<file path="src/rtl/ks_pkg.sv">
// Shared types and sizes for the Kogge-Stone sum pipeline.
// Optional flag outputs are enabled by KS_FLAGS_EN in ks_sum_pipe.
package ks_pkg;

    localparam int KS_WIDTH = 16;
    localparam int KS_CNT_W = 16;

    typedef logic [KS_WIDTH-1:0] ks_vec_t;

    typedef struct packed {
        logic    valid;
        ks_vec_t p;
        ks_vec_t g;
        logic    cin;
    } ks_stage_t;

endpackage

</file>
<file path="src/rtl/ks_sum_xor.sv">
// Final sum stage of the prefix adder: propagate xor incoming carry.
// Purely combinational, shared with the non-pipelined adder.
module ks_sum_xor #(
    parameter int WIDTH = 16
) (
    input  logic [WIDTH-1:0] p,
    input  logic [WIDTH-1:0] g,
    input  logic             cin,
    output logic [WIDTH-1:0] sum,
    output logic             cout
);

    // Carry into bit i is the group generate of bit i-1 (cin for bit 0).
    assign sum  = p ^ {g[WIDTH-2:0], cin};
    assign cout = g[WIDTH-1];

endmodule

</file>
<file path="src/rtl/ks_sum_pipe.sv">
// Two-stage registered sum/flags pipeline with valid/ready on both sides.
// Define KS_FLAGS_EN to build the zero/overflow flag registers.
module ks_sum_pipe
    import ks_pkg::*;
#(
    parameter int WIDTH = KS_WIDTH,
    parameter int CNT_W = KS_CNT_W
) (
    input  logic             clk,
    input  logic             rst,
    input  logic             in_valid,
    output logic             in_ready,
    input  logic [WIDTH-1:0] in_Pk,
    input  logic [WIDTH-1:0] in_Gk,
    input  logic             in_cin,
    output logic             out_valid,
    input  logic             out_ready,
    output logic [WIDTH-1:0] out_sum,
    output logic             out_cout,
    output logic             out_zero,
    output logic             out_ovf,
    output logic [CNT_W-1:0] out_count
);

    ks_stage_t        s1_q;
    ks_stage_t        s1_d;
    logic             s2_valid;
    logic             s2_valid_d;
    logic             s1_adv;
    logic             s2_adv;
    logic             s1_load;
    logic             s2_load;
    logic             out_fire;
    logic [WIDTH-1:0] s1_sum;
    logic             s1_cout;

    assign s2_adv    = !s2_valid || out_ready;
    assign s1_adv    = !s1_q.valid || s2_adv;
    assign in_ready  = s1_adv;
    assign s1_load   = in_valid && s1_adv;
    assign s2_load   = s1_q.valid && s2_adv;
    assign out_valid = s2_valid;
    assign out_fire  = s2_valid && out_ready;

    ks_sum_xor #(
        .WIDTH(WIDTH)
    ) u_sum (
        .p   (s1_q.p),
        .g   (s1_q.g),
        .cin (s1_q.cin),
        .sum (s1_sum),
        .cout(s1_cout)
    );

    // A load always wins over a drain, so a full stage shifts in place.
    always_comb begin
        s1_d       = s1_q;
        s2_valid_d = s2_valid;
        if (s1_load) begin
            s1_d = '{valid: 1'b1, p: in_Pk, g: in_Gk, cin: in_cin};
        end else if (s2_load) begin
            s1_d.valid = 1'b0;
        end
        if (s2_load) begin
            s2_valid_d = 1'b1;
        end else if (out_fire) begin
            s2_valid_d = 1'b0;
        end
    end

    always_ff @(posedge clk) begin
        if (rst) begin
            s1_q      <= '0;
            s2_valid  <= 1'b0;
            out_sum   <= '0;
            out_cout  <= 1'b0;
            out_count <= '0;
        end else begin
            s1_q     <= s1_d;
            s2_valid <= s2_valid_d;
            if (s2_load) begin
                out_sum  <= s1_sum;
                out_cout <= s1_cout;
            end
            if (out_fire) begin
                out_count <= out_count + CNT_W'(1);
            end
        end
    end

`ifdef KS_FLAGS_EN
    // Overflow: carry into the MSB differs from the carry out of it.
    always_ff @(posedge clk) begin
        if (rst) begin
            out_zero <= 1'b0;
            out_ovf  <= 1'b0;
        end else if (s2_load) begin
            out_zero <= (s1_sum == '0);
            out_ovf  <= s1_q.g[WIDTH-1] ^ s1_q.g[WIDTH-2];
        end
    end
`else
    assign out_zero = 1'b0;
    assign out_ovf  = 1'b0;
`endif

endmodule

</file>
<file path="config.mk">
export PLATFORM = sky130hd
export DESIGN_NAME = ks_sum_pipe
export DESIGN_NICKNAME = d
export VERILOG_FILES = /design/src/rtl/ks_pkg.sv /design/src/rtl/ks_sum_xor.sv /design/src/rtl/ks_sum_pipe.sv
export SDC_FILE = /design/constraint.sdc
export NUM_CORES = 1
export LEC_CHECK = 0
export ABC_AREA = 0
export CORE_ASPECT_RATIO = 0.75
export CORE_MARGIN = 2
export CORE_UTILIZATION = 49
export CTS_BUF_LIST = sky130_fd_sc_hd__clkbuf_4 sky130_fd_sc_hd__clkbuf_8
export DETAILED_ROUTE_END_ITERATION = 12
export PLACE_DENSITY = 0.8
export SLEW_MARGIN = 5
export SYNTH_ARGS = -nofsm -noshare
export SYNTH_HDL_FRONTEND = slang
export SYNTH_SLANG_ARGS = --single-unit
</file>
<file path="constraint.sdc">
create_clock -name clk -period 1.75 [get_ports clk]
set_input_delay 0.175 -clock clk [delete_from_list [all_inputs] [get_ports clk]]
set_output_delay 0.175 -clock clk [all_outputs]
set_load 0.01 [all_outputs]
</file>
# Word level (Yosys, flattened, before mapping)
# Cells that the tools add are included.
# totals
ff_bits,68
in_bits,37
output_inout_bits,37
# op_classes
n_addsub,1
mux,4
n_bitwise,1
n_reduce_logical,9
# ops
op,count
"adder 16 x 1 -> 16 bit, second input constant",1
bitwise XOR 16 bit,1
two-way mux 1 bit,4
nonzero test 2 bit,2
logical AND 1 bit,3
zero test 1 bit,2
logical OR 1 bit,2

# Logic depth before layout (Yosys ltp)
# Gate-level depths: netlist of the first run.
# logic_depth
ltp_word,5
ltp_mapped,6

# Modules after synthesis
# Synthesis of the first run repeated with hierarchy kept, for this count alone.
# hier_totals
hier_cells,329
area_unflattened_um2,2655.0
# modules_own_cells
mod,instances,cells_each,area_per_inst_um2,seq_area_each_um2
ks_sum_pipe,1,312,2507.4,1361.3
ks_sum_xor,1,17,147.6,0.0

# Least setup slack after synthesis of the first run
# No wires, ideal clock.
# synth_path
path_kind,flip-flop to flip-flop
from,register out_count[0]
to,register out_count[14]
setup_ns,0.128
t_arrival_ns,1.269
slack_ns,0.353
stages_incl_launch_ff,6
n_path_buf,0
path_cell_list,dfxtp_1 > ha_1 > nand4_2 > nor4_2 > xnor2_1 > nor2_1
# synth_via
elab_chain_cells,1
# synth_rtl
item,line_no,text
"start, declared",ks_sum_pipe.sv:22,output logic [CNT_W-1:0] out_count
"start signal, assigned",ks_sum_pipe.sv:86,out_count <= out_count + CNT_W'(1);
adder 16 x 1 -> 16 bit,ks_sum_pipe.sv:86,
# No other way between the ends.
# A chain may end at the register's enable or synchronous reset.

# Final worst setup path of the first run
# layout_path
from,input out_ready
to,output in_ready
# layout_via
elab_chain_cells,2
# layout_rtl
item,line_no,text
"start, declared",ks_sum_pipe.sv:17,"input logic out_ready,"
logical OR 1 bit,ks_sum_pipe.sv:37,assign s2_adv = !s2_valid || out_ready;
logical OR 1 bit,ks_sum_pipe.sv:38,assign s1_adv = !s1_q.valid || s2_adv;
"end, declared",ks_sum_pipe.sv:12,"output logic in_ready,"
# No other way between the ends.

==> summary.md, run 1 <==
| Metric | Value |
|---|---|
| CTS Sinks | 68 |
| Pwr Density | 854 nW/um^2 |
| Core Footprint | 5320 um^2 |
| Register area share after synthesis | 0.507 |
| Starting density of the core | 0.505 |
| Syn Area/Cell | about 8.6 um^2 |
| Area added between synthesis and finish | 36.0% |
| Root Driver | clkbuf_8 |
| CTS Hold Buffers Added | 0 |
| Post-CTS Setup Inserts | 0 |
| Tot Pwr | 0.00312 W |
| CP peak stage delay | 640 ps |
| Crit path top cell by count | clkdlybuf4s50_1 |
| Ys flop type | dfxtp_1 |
| Final HPWL DP | 4.02 mm |
| Drt drc | 0 |
| Final GP Congestion | between 0.7 and 0.8 |
| CP Class | primary input to primary output |
| Clock transition at path regs | roughly 70 ps |
| Worst path slowest cell | clkdlybuf4s50_1 |
| Setup WS post-layout | 37.3 ps |
| IO Pins | 74 |
| RSZ-0062 raised after global routing | false |
| Layout cells sized above 1 | 0.0925 |
| Outcome | finished clean |
| Die width | 89.5 um |
| CTS tree | built |
| Synthesized instance count | ~310 |
| Final Max Tran Viols | 0 |
| Mapped Area | 2690 um^2 |
| Static Leak | 1.31 nW |
| Setup TNS | 0 ps |
| Worst Path Arrival | 1540 ps |
| VDD IR max | approximately 0.0005 V |
| Most common library cells after synthesis | nand2_1 (74), dfxtp_1 (68), a21oi_1 (35), nor2_1 (35), xnor2_1 (25) |
| Detailed Route WL | 5.60 mm |
| Synth Register Bits | 68 |
| M3 GR Usage | 0.0663 |
| CP Launch Type | primary input |
| Die footprint | about 6000 um^2 |
| Final hold vios | 0 |
| Die Ht | 68.1 um |
| Number of global-route vias before repair | 1995 |
| Tot GR Track Use | 0.200 |
| Setup crit end kind | primary output |
| Synth Warn # | 0 |
| Top post-synthesis cells by area | dfxtp_1 (51%), nand2_1 (10%), xnor2_1 (8.1%) |
| Vias post-DR | 2245 |
| Min-Delay Path Class | primary input to flop |
| CTS buffer count | 9 |
| Row cnt | 23 |
| CTS resizes | 0 |
| Synth top area share | 0.507 |
| Port buffer count | 71 |
| Met1 usage | 0.240 |
| Grt met2 use | 0.324 |
| Global-route wire length before repair | 8.95 mm |
| Critical path, cell by cell | clkdlybuf4s50_1 -> nand3b_1 -> clkdlybuf4s50_1 |
| Cell taking the most area after synthesis | dfxtp_1 |
| FFs w/ async S/R, synth | 0 |
| Peak Freq | between 500 and 600 MHz |
| Post-route ant nets | 0 |
| Detailed Route Iter0 Violations | between 100 and 150 |
| Vias per cell | 4.84 |
| EDFF count, synth | 0 |
| Final nets | 423 |
| Synth cell types | 29 |
| Min Tclk post-route | 1710 ps |
| Avg WL per Cell | 12.1 um |
| Clock Skew | 5.83 ps |
| Max clock buf depth | 2 |
| Final setup vio count | 0 |
| Grt ovf | 0 |
| Inserted Diodes | 0 |
| Crit-path max FO | 7 |
| Initial antenna violation count | 0 |
| Global route hottest layer | met2 |
| Most common cell in the netlist | nand2_1 |
| Largest net degree at the start of global routing | 35 |
| H-tree levels | 3 |
| First drt pass iteration count | 4 |
| Clock Latency Late Sink | about 330 ps |
| Max cap viols | 0 |
| Req. time, crit path | 1570 ps |
| Final worst path period share | 0.979 |
| Worst slack at placement | about 3.3 ps |
## worst paths after layout
check | from | to | slack (ps) | depth (start not counted)
max reg2reg | out_count[0] | out_count[14] | 270 | 5
min | rst | out_count[12] | 240 | 2
max | out_ready | in_ready | 40 | 3
min reg2reg | s1_q[8] | s1_q[8] | 470 | 2
## state kept, by name (all words and copies together) (netlist names)
signal / cells
s1_q: 34
out_count: 16
out_sum: 16
out_cout: 1
out_valid: 1
## power breakdown
| part | total [W] | leakage, nW | internal (W) | switching [W] |
|---|---|---|---|---|
| sequential | 0.00167 | 0.557 | 0.00162 | 0.0000490 |
| clock | 0.00107 | 0.0902 | 0.000547 | 0.000528 |
| combinational | 0.000374 | 0.666 | 0.000212 | 0.000162 |
## cells in the final DEF, fill, tap and decap left out
cell type,Yosys,routed
nor2_1,35,35
nand3b_1,1,1
mux2i_1,1,1
dfxtp_1,68,68
buf_2,6,1
buf_12,0,3
nor4_2,2,2
buf_4,4,7
nor4_1,2,2
clkbuf_4,0,3
a21oi_2,1,1
nor3_1,6,6
nand2_1,74,74
nand3_1,5,5
inv_1,2,2
clkbuf_8,0,9
ha_1,1,1
xnor2_1,25,25
a21oi_1,35,35
nand3_2,1,1
nand4_1,3,3
nor2b_1,3,2
xor2_1,4,4
clkdlybuf4s50_1,0,70
nand4_2,2,2
clkinv_2,0,3
mux2_2,2,2
and4_1,1,1
conb_1,1,2
a211oi_1,16,16
nor2b_2,1,2
## per-layer routing
metal | share of wire | up-vias
met3 | 0.042 | 7
met1 | 0.46 | 1014
li1 | - | 1174
met4 | 0.011 | 0
met2 | 0.49 | 50
met5 | 0 | -
## kinds of logic after synthesis
kind of cell             Yosys count  synth area share
AO/OA/AOI/OAI                     52             0.113
XOR/XNOR                          29            0.0945
adder cells (fa/ha/maj)            1           0.00465
buffers and inverters             22            0.0447
flip-flops                        68             0.507
multiplexers                       3            0.0121
other                              1           0.00140
AND/OR/NAND/NOR                  136             0.223
## cell type report
cell class | instances | area (um^2)
clock buffers | 12 | 146
inverters | 2 | 7.51
well taps | 75 | 93.8
multi-input cells | 223 | 1210
flip-flops and latches | 68 | 1360
fillers | 461 | 1670
clock inverters | 3 | 15.0
repair buffers | 81 | 818
## worst max-delay path: cells and delay by family
family,cells,cell delay [ps]
buf+inv,2,1190
simple gates,1,170
## through the flow
| stage | hold slack [ps] | instances | area (um^2) | utilization |
|---|---|---|---|---|
| 2_1_floorplan | 311 | 313 | 2690 | - |
| 3_3_place_gp | 449 | 449 | 3490 | 0.656 |
| 3_5_place_dp | 450 | 449 | 3490 | 0.656 |
| 4_1_cts | 226 | 464 | 3650 | 0.686 |
| 5_1_grt | 233 | 464 | 3650 | 0.686 |
| 6_report | 244 | 464 | 3650 | 0.686 |
Power figures use the tool's default switching activity.
==> run 2, diff against run 1 <==
--- a/config.mk
+++ b/config.mk
@@ -7,7 +7,6 @@
 export LEC_CHECK = 0
 export ABC_AREA = 0
 export CORE_ASPECT_RATIO = 0.75
-export CORE_MARGIN = 2
 export CORE_UTILIZATION = 49
 export CTS_BUF_LIST = sky130_fd_sc_hd__clkbuf_4 sky130_fd_sc_hd__clkbuf_8
 export DETAILED_ROUTE_END_ITERATION = 12
==> run 2 against run 1 <==
Sequential share of layout area rose by 0.29 points. Combinational power is 1% lower. Cell count shrank 1.1%. Clock skew decreased by 1.1 ps. Total power down 0.32%. Critical path depth fell by 1. Global-route usage up 2.1 points. Routed wire length rose by 2.0%. Setup slack improved by 140 ps. Critical path type is now flop to primary output. Largest power group unchanged.
==> summary.md, run 2 (synthesis gave the netlist of run 1 again) <==
| Metric | Value |
|---|---|
| Outcome | finished clean |
| Most common cell after layout, fill and taps aside | nand2_1 |
| Clock Skew | 4.72 ps |
| Die Ht | 66.1 um |
| Critical path, cell by cell | nand3b_1 -> clkdlybuf4s50_1 |
| Starting density of the core | 0.528 |
| Final HPWL DP | 3.96 mm |
| CP Launch Type | flop |
| Final setup vio count | 0 |
| Worst path slowest cell | clkdlybuf4s50_1 |
| Max clock buf depth | 2 |
| Vias post-DR | roughly 2300 |
| Clock Latency Late Sink | 330 ps |
| CP Class | flop to primary output |
| CTS Hold Buffers Added | 0 |
| Internal Power | between 0.002 and 0.0025 W |
| Largest net degree at the start of global routing | 34 |
| Area added between synthesis and finish | 35.1% |
| VDD IR max | 0.000582 V |
| Static Leak | 1.30 nW |
| Min Tclk post-route | 1580 ps |
| Post-CTS Setup Inserts | 0 |
| Layout cells sized above 1 | 0.0904 |
| Fin area | 3630 um^2 |
| Max reg flops | 34 |
| RSZ-0062 raised after global routing | false |
| Final worst path period share | 0.901 |
| Comb power frac | 0.119 |
| Detailed Route Iter0 Violations | 122 |
| Switch share | 0.236 |
| Setup crit start | out_valid |
| Die footprint | between 5000 and 6000 um^2 |
| Clk network pwr share | 0.343 |
| CTS tree | built |
| Global-route wire length before repair | 9.65 mm |
| Total stage count of the critical path | 2 |
| Min-Delay Path Class | primary input to flop |
| Footprint of the multi-input gates | between 1000 and 1500 um^2 |
| Vias per cell | between 4 and 5 |
| CP peak stage delay | 500 ps |
| Core Footprint | 5090 um^2 |
| Req. time, crit path | 1570 ps |
| Detailed Route WL | 5.71 mm |
| Sequential share of power | 0.538 |
| Post-route ant nets | 0 |
| Row cnt | 22 |
| FF/Latch Area | 1360 um^2 |
| IO Pins | 74 |
| Largest Register | s1_q |
| Root Driver | clkbuf_8 |
| First drt pass iteration count | 5 |
| Number of global-route vias before repair | 2186 |
| Worst Path Arrival | 1400 ps |
| CP bufs+invs | 1 |
| Pwr Density | 857 nW/um^2 |
| Die width | 87.5 um |
| Hold-critical path depth | 2 |
| Clock transition at path regs | 70 ps |
| Most frequent cells in the layout | nand2_1 (74), clkdlybuf4s50_1 (69), dfxtp_1 (67), nor2_1 (35), a21oi_1 (35) |
| Avg WL per Cell | 12.4 um |
| Final GP Congestion | 0.764 |
| Filler cell count | 403 |
| CTS buffer count | 9 |
| Inserted Diodes | 0 |
| Placed Area | 3470 um^2 |
| Grt ovf | 0 |
| Crit-path max FO | 9 |
| Final Max Tran Viols | 0 |
| Final hold vios | 0 |
| Tot GR Track Use | 0.221 |
| RR Startpoint | out_count[0] |
| Switching pwr | 0.000735 W |
| Drt drc | 0 |
| CTS Sinks | 68 |
| Worst Hold Launch | rst |
| Max cap viols | 0 |
| Peak Freq | 634 MHz |
| Port buffer count | 71 |
| Final nets | between 400 and 500 |
| Largest regs | s1_q (34), out_count (16), out_sum (16) |
| CP top delay family | buffers and inverters |
| Setup TNS | 0 ps |
| H-tree levels | 3 |
| Cells on worst reg2reg path | 5 |
| Initial antenna violation count | 0 |
| Setup crit end kind | primary output |
run 2: cell types whose count changed in the layout (fill, tap and decap cells not counted), sizes merged:
| cell | before | now |
|---|---|---|
| clkdlybuf4s50 | 70 | 69 |
| dlygate4sd2 | 0 | 1 |
| clkbuf | 12 | 11 |
| buf | 11 | 10 |
run 2: stage by stage:
stage	worst slack (ps)	std cells	utilization	hold slack, ps	total power [W]
after CTS	34.4	459	0.713	157	0.00314
after global placement	63.9	445	0.681	446	0.00207
final	173	459	0.713	168	0.00311
after global routing	95.7	459	0.713	177	0.00326
after floorplan	353	313	-	311	0.00189
after detailed placement	2.34	445	0.681	449	0.00208
run 2: final timing paths:
kind	slack [ps]	to
setup / recovery	170	in_ready
hold / removal	170	out_count[10]
setup reg to reg	230	out_count[14]
hold reg to reg	460	s1_q[16]
run 2: power by group through the flow:
stage / Combinational [W] / Sequential (W) / Clock [W]
after detailed placement: 0.000372 / 0.00171 / 0
after global placement: 0.000365 / 0.00170 / 0
after CTS: 0.000372 / 0.00167 / 0.00109
after global routing: 0.000411 / 0.00168 / 0.00116
final: 0.000369 / 0.00167 / 0.00107
after floorplan: 0.000184 / 0.00171 / 0
run 2: area by class of cell:
type,count,share of cell area
clock buffers,11,0.0400
clock inverters,3,0.00414
inverters,2,0.00207
multi-input cells,223,0.334
flip-flops and latches,68,0.375
well taps,72,0.0248
repair buffers,80,0.220
run 2: repair_timing:
item | CTS | global route
hold endpoints to repair | 0 | 0
gates resized for setup | 1 | 1
setup endpoints to repair | 1 | 1
run 2: per-layer routing:
| layer | part of all wire | GRT usage |
|---|---|---|
| met4 | 0.0093 | 0.0922 |
| met3 | 0.060 | 0.0612 |
| met5 | 0 | 0 |
| met2 | 0.46 | 0.357 |
| met1 | 0.47 | 0.277 |
==> run 3, diff against run 2 <==
--- a/config.mk
+++ b/config.mk
@@ -6,6 +6,7 @@
 export NUM_CORES = 1
 export LEC_CHECK = 0
 export ABC_AREA = 0
+export CAP_MARGIN = 20
 export CORE_ASPECT_RATIO = 0.75
 export CORE_UTILIZATION = 49
 export CTS_BUF_LIST = sky130_fd_sc_hd__clkbuf_4 sky130_fd_sc_hd__clkbuf_8
==> results of run 3 <==
Final layout, timing and power as in run 2 (identical DEF).
